`src/rtl/reset_sequencer.sv`:
```
// Staged reset release: waits for a filtered PLL lock, then releases per-stage
// active-low resets in ascending order; lock loss or a soft request re-asserts all.
module reset_sequencer #(
  parameter int NUM_STAGES    = 4,
  parameter int STAGE_DELAY   = 256,
  parameter int LOCK_FILTER   = 16,
  parameter int SOFT_RST_HOLD = 32
) (
  input  logic                  CLK,
  input  logic                  nRST,
  input  logic                  PLL_LOCK,
  input  logic                  Soft_Reset_Req,
  output logic [NUM_STAGES-1:0] Stage_Reset_N,
  output logic                  Sequence_Done,
  output logic                  Busy,
  output logic [7:0]            Lock_Lost_Count
);

  localparam int FW = (LOCK_FILTER   > 1) ? $clog2(LOCK_FILTER)   : 1;
  localparam int DW = (STAGE_DELAY   > 1) ? $clog2(STAGE_DELAY)   : 1;
  localparam int HW = (SOFT_RST_HOLD > 1) ? $clog2(SOFT_RST_HOLD) : 1;
  localparam int IW = (NUM_STAGES    > 1) ? $clog2(NUM_STAGES)    : 1;

  localparam logic [FW-1:0] FILT_LAST = FW'(LOCK_FILTER - 1);
  localparam logic [DW-1:0] DLY_LAST  = DW'(STAGE_DELAY - 1);
  localparam logic [HW-1:0] HOLD_LAST = HW'(SOFT_RST_HOLD - 1);
  localparam logic [IW-1:0] IDX_LAST  = IW'(NUM_STAGES - 1);

  typedef enum logic [1:0] {
    WAIT_LOCK = 2'd0,
    RELEASE   = 2'd1,
    RUN       = 2'd2,
    HOLD      = 2'd3
  } state_t;

  state_t                state_q, state_d;
  logic                  lock_meta_q, lock_s_q;
  logic [FW-1:0]         filt_q, filt_d;
  logic [DW-1:0]         dly_q, dly_d;
  logic [HW-1:0]         hold_q, hold_d;
  logic [IW-1:0]         idx_q, idx_d;
  logic [NUM_STAGES-1:0] stage_q, stage_d;
  logic                  done_q, done_d;
  logic                  busy_q, busy_d;
  logic [7:0]            cnt_q, cnt_d;

  always_ff @(posedge CLK or negedge nRST) begin
    if (!nRST) begin
      lock_meta_q <= 1'b0;
      lock_s_q    <= 1'b0;
    end else begin
      lock_meta_q <= PLL_LOCK;
      lock_s_q    <= lock_meta_q;
    end
  end

  always_ff @(posedge CLK or negedge nRST) begin
    if (!nRST) begin
      state_q <= WAIT_LOCK;
      filt_q  <= '0;
      dly_q   <= '0;
      hold_q  <= '0;
      idx_q   <= '0;
      stage_q <= '0;
      done_q  <= 1'b0;
      busy_q  <= 1'b1;
      cnt_q   <= '0;
    end else begin
      state_q <= state_d;
      filt_q  <= filt_d;
      dly_q   <= dly_d;
      hold_q  <= hold_d;
      idx_q   <= idx_d;
      stage_q <= stage_d;
      done_q  <= done_d;
      busy_q  <= busy_d;
      cnt_q   <= cnt_d;
    end
  end

  always_comb begin
    state_d = state_q;
    filt_d  = filt_q;
    dly_d   = dly_q;
    hold_d  = hold_q;
    idx_d   = idx_q;
    stage_d = stage_q;
    done_d  = done_q;
    busy_d  = busy_q;
    cnt_d   = cnt_q;

    unique case (state_q)
      WAIT_LOCK: begin
        if (!lock_s_q) begin
          filt_d = '0;
        end else if (filt_q == FILT_LAST) begin
          filt_d  = '0;
          idx_d   = '0;
          dly_d   = '0;
          state_d = RELEASE;
        end else begin
          filt_d = filt_q + 1'b1;
        end
      end
      RELEASE: begin
        if (dly_q == DLY_LAST) begin
          dly_d          = '0;
          stage_d[idx_q] = 1'b1;
          // Index is not advanced past the last stage so it never wraps.
          if (idx_q == IDX_LAST) begin
            done_d  = 1'b1;
            busy_d  = 1'b0;
            state_d = RUN;
          end else begin
            idx_d = idx_q + 1'b1;
          end
        end else begin
          dly_d = dly_q + 1'b1;
        end
      end
      RUN: begin
        if (Soft_Reset_Req) begin
          stage_d = '0;
          done_d  = 1'b0;
          busy_d  = 1'b1;
          hold_d  = '0;
          state_d = HOLD;
        end
      end
      HOLD: begin
        if (hold_q == HOLD_LAST) begin
          idx_d   = '0;
          dly_d   = '0;
          state_d = RELEASE;
        end else begin
          hold_d = hold_q + 1'b1;
        end
      end
      default: state_d = WAIT_LOCK;
    endcase

    // Lock loss overrides everything decided above, including a soft request.
    if (state_q != WAIT_LOCK && !lock_s_q) begin
      state_d = WAIT_LOCK;
      filt_d  = '0;
      stage_d = '0;
      done_d  = 1'b0;
      busy_d  = 1'b1;
      if (cnt_q != 8'hFF) cnt_d = cnt_q + 8'd1;
    end
  end

  assign Stage_Reset_N   = stage_q;
  assign Sequence_Done   = done_q;
  assign Busy            = busy_q;
  assign Lock_Lost_Count = cnt_q;

endmodule

```
`config.mk`:
```
export PLATFORM = sky130hd
export DESIGN_NAME = reset_sequencer
export DESIGN_NICKNAME = d
export VERILOG_FILES = /design/src/rtl/reset_sequencer.sv
export SDC_FILE = /design/constraint.sdc
export NUM_CORES = 1
export LEC_CHECK = 0
export BUFFER_PORTS_ARGS = -buffer_cell sky130_fd_sc_hd__buf_2
export CORE_MARGIN = 1.5
export CORE_UTILIZATION = 40
export DETAILED_ROUTE_END_ITERATION = 10
export PLACE_DENSITY = 0.55
export SYNTH_ARGS = -nofsm -noshare
export SYNTH_HDL_FRONTEND = slang
export SYNTH_SLANG_ARGS = --single-unit
```
`constraint.sdc`:
```
create_clock -name CLK -period 5.9 [get_ports CLK]
set_clock_uncertainty 0.05 [all_clocks]
set_input_delay 1.18 -clock CLK [delete_from_list [all_inputs] [get_ports CLK]]
set_output_delay 1.18 -clock CLK [all_outputs]
set_load 0.03 [all_outputs]
```
==> impl_metrics.py, run 1 <==
metrics = {
    "status": {
        "outcome": "finished clean",
    },
    "global_routing": {
        "antenna_found_initial": 0,
        "gr-total-overflow": 0,
        "grt_usage_pct": 16.9,
        "grt_pass1_wl_um": 7170,
        "grt_pass1_vias": 1486,
        "grt_max_degree": 38,
    },
    "critical_path": {
        "r2r_setup_slack_ns": 3.57,
        "crit_type": "reg -> reg",
        "crit_chain": "ha_1, and3_1, ha_1, nor2b_4, a211oi_4, nand2_2, or3_1, o21ai_0",
        "worstReg2RegEnd": "idx_q[0]$_DFFE_PN0P_",
        "crit_top_cell": "ha_1",
        "critPathArrivalTime_ns": 2.49,
        "critPathBufInv": 0,
        "required_ns": 6.06,
        "cp-startpoint": "hold_q[0]$_DFFE_PN0P_",
        "start_kind": "register",
        "cp_slowest_stage_delay_ns": 0.44,
        "rr_startpoint": "hold_q[0]$_DFFE_PN0P_",
        "endpoint": "idx_q[0]$_DFFE_PN0P_",
        "critPathSlowestCell": "dfrtp_1",
        "cp_max_fo": 9,
        "end_kind": "register",
        "cp.depth": 8,
        "cp_top_family": "simple AND/OR/NAND/NOR gates",
        "ff2ff_path_depth": 8,
    },
    "detailed_routing": {
        "vias_per_cell": 5.38,
        "drt_iter0_drc": 98,
        "drc": 0,
        "top_layer": "met4",
        "wire_per_inst_um": 13.8,
        "ant_nets": 0,
        "route.met3.wl_um": 154,
        "vias": 1663,
        "m1WireLength_um": 2150,
        "wirelength_um": 4280,
        "wl_met2_um": 1910,
        "drtPass1Iterations": 4,
    },
    "floorplan": {
        "fp.dieArea_sq_um": 5640,
        "fp.dieW_um": 75.1,
        "ioPinCount": 18,
        "coreArea_sq_um": 5070,
        "die_h_um": 75.1,
        "fp-row-count": 26,
        "start_util_pct": 41.0,
    },
    "finish": {
        "syn_to_final_growth_pct": 12.9,
        "n_antenna_cell": 0,
        "nets": 255,
        "nFillCells": 525,
        "layout-drive-gt1-share_pct": 15.5,
        "final_common_cell": "dfrtp_1",
        "mostFrequentLayoutCells": "36 x dfrtp_1, 30 x nand2_1, 17 x o21ai_0, 17 x buf_2, 15 x a21oi_1",
        "instances_no_fill": 309,
    },
    "placement": {
        "place_inst": 301,
        "hpwl_um": 3050,
        "gp_congestion": 0.808,
        "port_buffers": 17,
    },
    "power_and_ir_drop": {
        "clockPowerShare_pct": 20.9,
        "swShare_pct": 42.9,
        "irDropWorstVdd_v": 0.000228,
        "pwr_density_cell_nw_per_um2": 466,
        "power_mw": 1.09,
        "p_comb_share_pct": 43.5,
        "switchingPower_mw": 0.469,
        "p_leak_nw": 1.08,
        "p_seq_share_pct": 35.6,
        "internal_power_mw": 0.625,
    },
    "worst_hold_path": {
        "holdPathStages": 0,
        "hp-class": "reg -> reg",
        "min_from": "lock_meta_q$_DFF_PN0_",
    },
    "sta": {
        "hold_viol_final": 0,
        "setup_viol": 0,
        "max_slew_margin_pct": 45.7,
        "setup_tns_ns": 0,
        "fin_crit_sh_pct": 39.5,
        "rsz0062_at_grt": "no",
        "fmax_mhz": 429,
        "report.final.slew_viol_count": 0,
        "holdWs_ns": 0.302,
        "worst_slew_pin_slew_ns": 0.815,
        "min_period_ns": 2.33,
    },
    "clocking": {
        "clock_latency_ns": 0.29,
        "cts_root_buf": "clkbuf_8",
        "cts_num_sinks": 37,
        "clk_pin_slew_worst_paths_ns": 0.07,
        "cts_buffers": 5,
        "clk_path_buf_depth": 2,
        "hold_buffers": 0,
        "cts_post_setup_buffers_inserted": 0,
        "cts_tree": "built",
        "cts_max_level": 2,
        "cts-resized-gates": 0,
    },
    "synthesis": {
        "syn-num-nets": 236,
        "yosysUniqueCellTypes": 49,
        "ys_seq_area_share_pct": 44.6,
        "synth_area_sq_um": 2080,
        "avgSynthCellArea_sq_um": 9.50,
        "ys_ff_latch": 37,
        "postSynthCellCount": 219,
        "ys_warn_count": 0,
    },
    "run": {
        "max_cap_violations": 0,
    },
}
==> Yosys cell counts (all sizes together) <==
| cell | number | area (sq um) |
|---|---|---|
| a22o | 1 | 8.76 |
| xnor2 | 4 | 35.0 |
| nand2b | 3 | 18.8 |
| nand4b | 1 | 8.76 |
| a21o | 1 | 7.51 |
| a21boi | 1 | 7.51 |
| nand2 | 31 | 119 |
| o311ai | 1 | 8.76 |
| o21a | 1 | 8.76 |
| a311o | 1 | 10.0 |
| a22oi | 2 | 15.0 |
| o2bb2ai | 1 | 8.76 |
| xor2 | 3 | 26.3 |
| and2 | 3 | 18.8 |
| nor3 | 5 | 25.0 |
| dfrtp | 36 | 901 |
| dfstp | 1 | 26.3 |
| a311oi | 1 | 8.76 |
| mux2i | 4 | 40.0 |
| inv | 8 | 30.0 |
| or2 | 1 | 6.26 |
| nand3 | 8 | 40.0 |
| nand4 | 5 | 43.8 |
| a211oi | 2 | 27.5 |
| o22a | 1 | 8.76 |
| a41oi | 2 | 17.5 |
| nor4 | 1 | 6.26 |
| clkbuf | 2 | 8.75 |
| a21oi | 16 | 83.8 |
| or3 | 4 | 25.0 |
| o21ai | 18 | 93.8 |
| and3 | 4 | 25.0 |
| mux2 | 1 | 11.3 |
| nor2 | 12 | 45.0 |
| buf | 3 | 15.0 |
| a31oi | 5 | 31.3 |
| o22ai | 1 | 6.26 |
| nor2b | 4 | 32.5 |
| and4 | 2 | 17.5 |
| ha | 13 | 163 |
| o31ai | 4 | 30.0 |
| a211o | 1 | 10.0 |
==> worst min path at each step <==
stage / endpoint
floorplan: lock_s_q$_DFF_PN0_
global placement: lock_s_q$_DFF_PN0_
detailed placement: lock_s_q$_DFF_PN0_
CTS: lock_s_q$_DFF_PN0_
global route: lock_s_q$_DFF_PN0_
finish: lock_s_q$_DFF_PN0_
==> logic make-up (layout without fill, tap and decap cells) <==
family          count (synthesis)  in the layout  synth area share, %
simple gates                   84             84                 20.7
compound gates                 60             60                 18.9
flops                          37             37                 44.6
fa+ha+maj                      13             13                 7.82
buf+inv                        13             33                 2.59
xor+xnor                        7              7                 2.95
mux                             5              5                 2.47
==> sequential cells by signal, summed over array words and instances, names as in the netlist, 2 cells and up <==
name,flops
Lock_Lost_Count,8
dly_q,8
hold_q,5
Stage_Reset_N,4
filt_q,4
idx_q,2
state_q,2
==> stage by stage <==
stage               instance area, sq um  utilization [%]  setup WS, ns
global placement                    2230             43.9          3.58
global route                        2350             46.3          3.38
finish                              2350             46.3          3.57
floorplan                           2080                -          3.82
CTS                                 2350             46.3          3.58
detailed placement                  2230             43.9          3.57
==> area by class of cell <==
type	instances	area (sq um)	area share, %
Multi-Input combinational cell	169	1100	46.8
Sequential cell	37	927	39.5
Tap cell	70	87.6	3.73
Timing Repair Buffer	17	85.1	3.62
Clock buffer	6	82.6	3.51
Clock inverter	2	37.5	1.60
Inverter	8	30.0	1.28
==> layer usage <==
metal	global-route usage (%)	up-vias
met5	0	-
met4	6.06	0
met3	4.28	6
met2	24.4	32
met1	24.4	793
li1	-	832
==> power by group through the flow <==
| stage | Clock, mW | Combinational (mW) | Sequential, mW |
|---|---|---|---|
| 2_1_floorplan | 0 | 0.316 | 0.432 |
| 3_3_place_gp | 0 | 0.476 | 0.393 |
| 3_5_place_dp | 0 | 0.479 | 0.392 |
| 4_1_cts | 0.238 | 0.480 | 0.389 |
| 5_1_grt | 0.247 | 0.528 | 0.400 |
| 6_report | 0.229 | 0.476 | 0.389 |
(Power assumes the default switching activity.)
==> run 2: changes to the inputs <==
Settings changed: ABC_AREA set to 1, PLACE_DENSITY 0.55 to 0.57.
Clock period 5.9 ns to 2.1 ns, I/O delays scaled along.
==> impl_metrics.py, run 2 <==
metrics = {
    "status": {
        "outcome": "finished clean",
    },
    "clocking": {
        "cts_post_setup_buffers_inserted": 0,
        "cts_tree": "built",
        "clock_latency_ns": 0.29,
        "clk_path_buf_depth": 2,
        "cts_num_sinks": 37,
        "cts_root_buf": "clkbuf_8",
        "cts_buffers": 5,
        "cts_max_level": 2,
        "clk_pin_slew_worst_paths_ns": 0.07,
    },
    "synthesis": {
        "yosysUniqueCellTypes": 31,
        "yosys.area.top_type_share_pct": 41.7,
        "synthTopCellsByCount": "79 x nand2_1, 36 x dfrtp_1, 29 x inv_1",
        "postSynthCellCount": 263,
        "ys_ff_latch": 37,
        "async_flop_share_pct": 100,
        "synth_top_area_cell": "dfrtp_1",
        "synth.most_common_cell": "nand2_1",
        "ys_seq_area_share_pct": 42.9,
        "avgSynthCellArea_sq_um": 8.22,
        "ys_top_cells_by_area": "dfrtp_1 42%, nand2_1 14%, ha_1 7.5%, inv_1 5.0%, nand3_1 4.2%",
        "ys_warn_count": 0,
        "syn-num-nets": 280,
        "synth_area_sq_um": 2160,
        "synth_edf_count": 0,
        "synth_ff_type": "dfrtp_1",
    },
    "floorplan": {
        "fp.dieW_um": 76.5,
        "die_h_um": 76.5,
        "start_util_pct": 41.8,
        "fp.dieArea_sq_um": 5860,
        "ioPinCount": 18,
        "fp-row-count": 26,
        "coreArea_sq_um": 5170,
    },
    "finish": {
        "syn_to_final_growth_pct": 12.4,
        "mostFrequentLayoutCells": "79 x nand2_1, 36 x dfrtp_1, 29 x inv_1",
        "layout-drive-gt1-share_pct": 18.1,
        "nets": 305,
        "final_util_pct": 47.0,
        "final_common_cell": "nand2_1",
        "n_antenna_cell": 0,
    },
    "global_routing": {
        "grt_pass1_wl_um": 7390,
        "grt_pass1_vias": 1604,
        "antenna_found_initial": 0,
        "grt_max_degree": 38,
        "gr-total-overflow": 0,
        "grt_usage_pct": 15.7,
    },
    "power_and_ir_drop": {
        "irDropWorstVdd_v": 0.000762,
        "pwr_density_cell_nw_per_um2": 1220,
        "p_leak_nw": 1.20,
    },
    "critical_path": {
        "end_kind": "register",
        "crit_type": "reg -> reg",
        "start_kind": "register",
        "r2r_setup_slack_ns": 0.24,
        "cp_max_fo": 11,
        "required_ns": 2.23,
        "critPathArrivalTime_ns": 1.99,
    },
    "detailed_routing": {
        "drtPass1Iterations": 5,
        "vias": 1707,
        "drt_iter0_drc": 72,
        "vias_per_cell": 4.77,
        "wirelength_um": 4050,
        "ant_nets": 0,
        "drc": 0,
        "wire_per_inst_um": 11.3,
    },
    "sta": {
        "fin_crit_sh_pct": 88.5,
        "fmax_mhz": 538,
        "min_period_ns": 1.86,
        "report.final.slew_viol_count": 0,
        "hold_viol_final": 0,
        "worst_slew_pin_slew_ns": 0.471,
        "rsz0062_at_grt": "no",
        "setup_tns_ns": 0,
        "max_slew_margin_pct": 68.6,
        "setup_viol": 0,
    },
    "run": {
        "max_cap_violations": 0,
    },
    "worst_hold_path": {
        "hp-class": "in -> async",
    },
    "placement": {
        "gp_congestion": 0.851,
        "port_buffers": 17,
        "hpwl_um": 2990,
    },
}
## run 2: layout make-up
cell class / count / area [sq um]
multi-input cells: 190 / 1090
fillers: 505 / 2740
flip-flops and latches: 37 / 927
repair buffers: 21 / 115
clock buffers: 7 / 86.3
inverters: 33 / 126
well taps: 70 / 87.6
## run 2: layer usage
metal  vias to the layer above  share of wire [%]  track usage [%]
li1                        896                  -                -
met1                       780                 51             21.5
met2                        26                 44             24.0
met3                         5                3.8             3.71
met4                         0                1.1             6.11
met5                         -                  0                0
## run 2: cells by family (layout without fill, tap and decap cells)
family,Yosys count,after routing,share of synthesized area (%)
AOI/OAI and AO/OA,34,34,10.6
xor gates and xnor gates,10,10,4.05
adders and majority gates,13,13,7.52
buffers and inverters,36,61,6.83
DFF,37,37,42.9
and+or+nand+nor,133,133,28.1
## run 2: path summary, 6_finish.rpt
kind / end / startpoint / cells after the start
worst max-delay path: idx_q[0]$_DFFE_PN0P_ / hold_q[0]$_DFFE_PN0P_ / 13
min in group CLK: lock_meta_q$_DFF_PN0_ / PLL_LOCK / 1
worst min-delay path: hold_q[3]$_DFFE_PN0P_ / nRST / 2
max in group asynchronous: Busy$_DFFE_PN1P_ / nRST / 2
worst max register to register: idx_q[0]$_DFFE_PN0P_ / hold_q[0]$_DFFE_PN0P_ / 13
worst min register to register: lock_s_q$_DFF_PN0_ / lock_meta_q$_DFF_PN0_ / 0
## run 2: power by group
| part | switching, mW | total (mW) | internal, mW |
|---|---|---|---|
| combinational | 0.956 | 1.43 | 0.470 |
| sequential | 0.152 | 1.04 | 0.890 |
| clock | 0.245 | 0.505 | 0.261 |
| total | 1.35 | 2.97 | 1.62 |
## run 2: through the flow
stage                     setup WS (ns)  hold slack [ns]  total power, mW  instances  instance area, sq um
final                             0.241            0.118             2.97        358                  2430
after floorplan                   0.450           0.0744             2.15        263                  2160
after global placement            0.271            0.283             2.47        351                  2340
after CTS                         0.193            0.140             3.00        358                  2430
after detailed placement          0.203            0.286             2.48        351                  2340
after global routing             0.0297            0.158             3.25        358                  2430
## run 2: repair_timing
action | in CTS | in global routing
gates resized for setup | 0 | 1
setup endpoints to repair | 0 | 2
hold buffers | 0 | 0
## run 2: worst max-delay path: stages, from the launching register on
cell and delay, ns:
dfrtp_1 0.39, ha_1 0.17, nand2_1 0.06, nor2_1 0.10, ha_1 0.15, inv_1 0.04, nand2_1 0.10, nand2_1 0.08
nor2_2 0.09, nand2_2 0.16, inv_4 0.15, nand3_1 0.10, nand2_1 0.07, nand2_1 0.04
==> run 3: changes to the inputs <==
Settings changed: CTS_BUF_LIST set to sky130_fd_sc_hd__clkbuf_16, HOLD_SLACK_MARGIN set to 0.1, PLACE_DENSITY 0.57 to 0.55.
Clock period 2.1 ns to 1.9 ns, I/O delays scaled along.
==> impl_metrics.py, run 3 (synthesis gave the netlist of run 2 again) <==
metrics = {
    "worst_hold_path": {
        "hp-class": "in -> reg",
    },
    "critical_path": {
        "start_kind": "register",
        "critPathArrivalTime_ns": 1.94,
        "cp_max_fo": 5,
        "end_kind": "register",
        "crit_type": "reg -> reg",
        "required_ns": 2.06,
    },
    "finish": {
        "nFillCells": 490,
        "final_util_pct": 49.9,
        "syn_to_final_growth_pct": 19.3,
        "register_area_sq_um": 927,
        "final_common_cell": "nand2_1",
        "layout-drive-gt1-share_pct": 22.4,
        "multiInputGateArea_sq_um": 1130,
        "finish.instance_area_sq_um": 2580,
        "n_antenna_cell": 0,
        "nets": 312,
        "mostFrequentLayoutCells": "76 x nand2_1, 36 x dfrtp_1, 29 x inv_1",
    },
    "global_routing": {
        "antenna_found_initial": 0,
        "gr-total-overflow": 0,
        "grt_max_degree": 18,
        "grt_usage_pct": 16.4,
        "grt_pass1_wl_um": 7580,
        "grt_pass1_vias": 1698,
    },
    "sta": {
        "fmax_mhz": 563,
        "max_slew_margin_pct": 73.8,
        "report.final.slew_viol_count": 0,
        "fin_crit_sh_pct": 93.5,
        "hold_viol_final": 0,
        "rsz0062_at_grt": "yes",
        "min_period_ns": 1.78,
        "worst_slew_pin_slew_ns": 0.393,
        "setup_viol": 0,
    },
    "power_and_ir_drop": {
        "irDropWorstVdd_v": 0.000561,
        "clockPowerShare_pct": 20.8,
        "p_seq_share_pct": 31.4,
        "swShare_pct": 43.2,
        "p_comb_share_pct": 47.8,
        "internal_power_mw": 2.09,
        "pwr_density_cell_nw_per_um2": 1430,
        "switchingPower_mw": 1.59,
        "p_leak_nw": 1.26,
    },
    "detailed_routing": {
        "drc": 0,
        "vias_per_cell": 4.73,
        "wirelength_um": 4230,
        "ant_nets": 0,
        "wire_per_inst_um": 11.6,
        "drtPass1Iterations": 4,
        "vias": 1725,
        "drt_iter0_drc": 91,
    },
    "clocking": {
        "cts_max_level": 2,
        "cts_tree": "built",
        "clock_latency_ns": 0.27,
        "cts_buffers": 5,
        "cts_num_sinks": 37,
        "clk_pin_slew_worst_paths_ns": 0.05,
        "cts_root_buf": "clkbuf_16",
        "clk_path_buf_depth": 2,
    },
    "floorplan": {
        "coreArea_sq_um": 5170,
        "ioPinCount": 18,
        "fp.dieArea_sq_um": 5860,
        "fp-row-count": 26,
        "start_util_pct": 41.8,
        "die_h_um": 76.5,
        "fp.dieW_um": 76.5,
    },
    "placement": {
        "hpwl_um": 3180,
        "placedInstanceArea_sq_um": 2360,
        "gp_congestion": 0.782,
        "port_buffers": 17,
    },
    "run": {
        "max_cap_violations": 0,
    },
    "status": {
        "outcome": "finished clean",
    },
}
[run 3: layout make-up]
class                   count  share of cell area [%]
well taps                  70                    3.40
flip-flops and latches     37                    36.0
inverters                  33                    5.00
repair buffers             28                    6.74
multi-input cells         190                    43.8
clock buffers               5                    4.85
clock inverters             2                   0.291
[run 3: through the flow]
stage	instances	hold WS, ns	TNS, ns	worst slack, ns	power (mW)
floorplan	263	0.0344	0	0.250	2.38
global placement	354	0.279	0	0.147	2.78
detailed placement	354	0.279	0	0.0735	2.80
CTS	362	0.154	0	0.0612	3.59
global route	365	0.156	-0.0326	-0.0277	4.00
finish	365	0.158	0	0.123	3.68
[run 3: critical path: stages, from the launching register on]
cell,delay [ns]
dfrtp_1,0.38
ha_2,0.19
nand2_2,0.06
nor2_2,0.12
ha_2,0.18
inv_2,0.04
nand2_4,0.07
nand2_4,0.06
nor2_4,0.12
nand2_4,0.08
buf_6,0.14
o21bai_4,0.13
inv_2,0.03
nor2_1,0.07
[run 3: what timing repair did]
| action | 4_1_cts | 5_1_grt |
|---|---|---|
| setup buffers | 0 | 3 |
| resized for setup | 0 | 16 |
| hold buffers | 1 | 0 |
| endpoints found under the setup margin | 0 | 10 |
| hold endpoints to repair | 15 | 0 |
[run 3: worst paths after layout]
path | depth (start not counted) | slack, ns | startpoint | endpoint
hold / removal | 1 | 0.16 | PLL_LOCK | lock_meta_q$_DFF_PN0_
max in group asynchronous | 3 | 0.71 | nRST | Busy$_DFFE_PN1P_
hold reg to reg | 0 | 0.30 | lock_meta_q$_DFF_PN0_ | lock_s_q$_DFF_PN0_
min in group asynchronous | 2 | 0.53 | nRST | hold_q[3]$_DFFE_PN0P_
setup / recovery | 13 | 0.12 | hold_q[0]$_DFFE_PN0P_ | dly_q[5]$_DFFE_PN0P_
setup reg to reg | 13 | 0.12 | hold_q[0]$_DFFE_PN0P_ | dly_q[5]$_DFFE_PN0P_
[run 3: layer usage]
layer | GRT usage [%] | up-vias | routed length [um]
met5 | 0 | - | 0
met4 | 6.85 | 0 | 70
met3 | 3.59 | 6 | 136
met2 | 25.4 | 20 | 1900
met1 | 22.0 | 784 | 2120
li1 | - | 915 | -
[run 3: power groups by stage]
stage               combinational, mW  clock [mW]  sequential (mW)
global route                     1.98       0.826             1.19
floorplan                        1.07           0             1.31
global placement                 1.61           0             1.17
finish                           1.76       0.765             1.16
CTS                              1.64       0.788             1.16
detailed placement               1.63           0             1.16
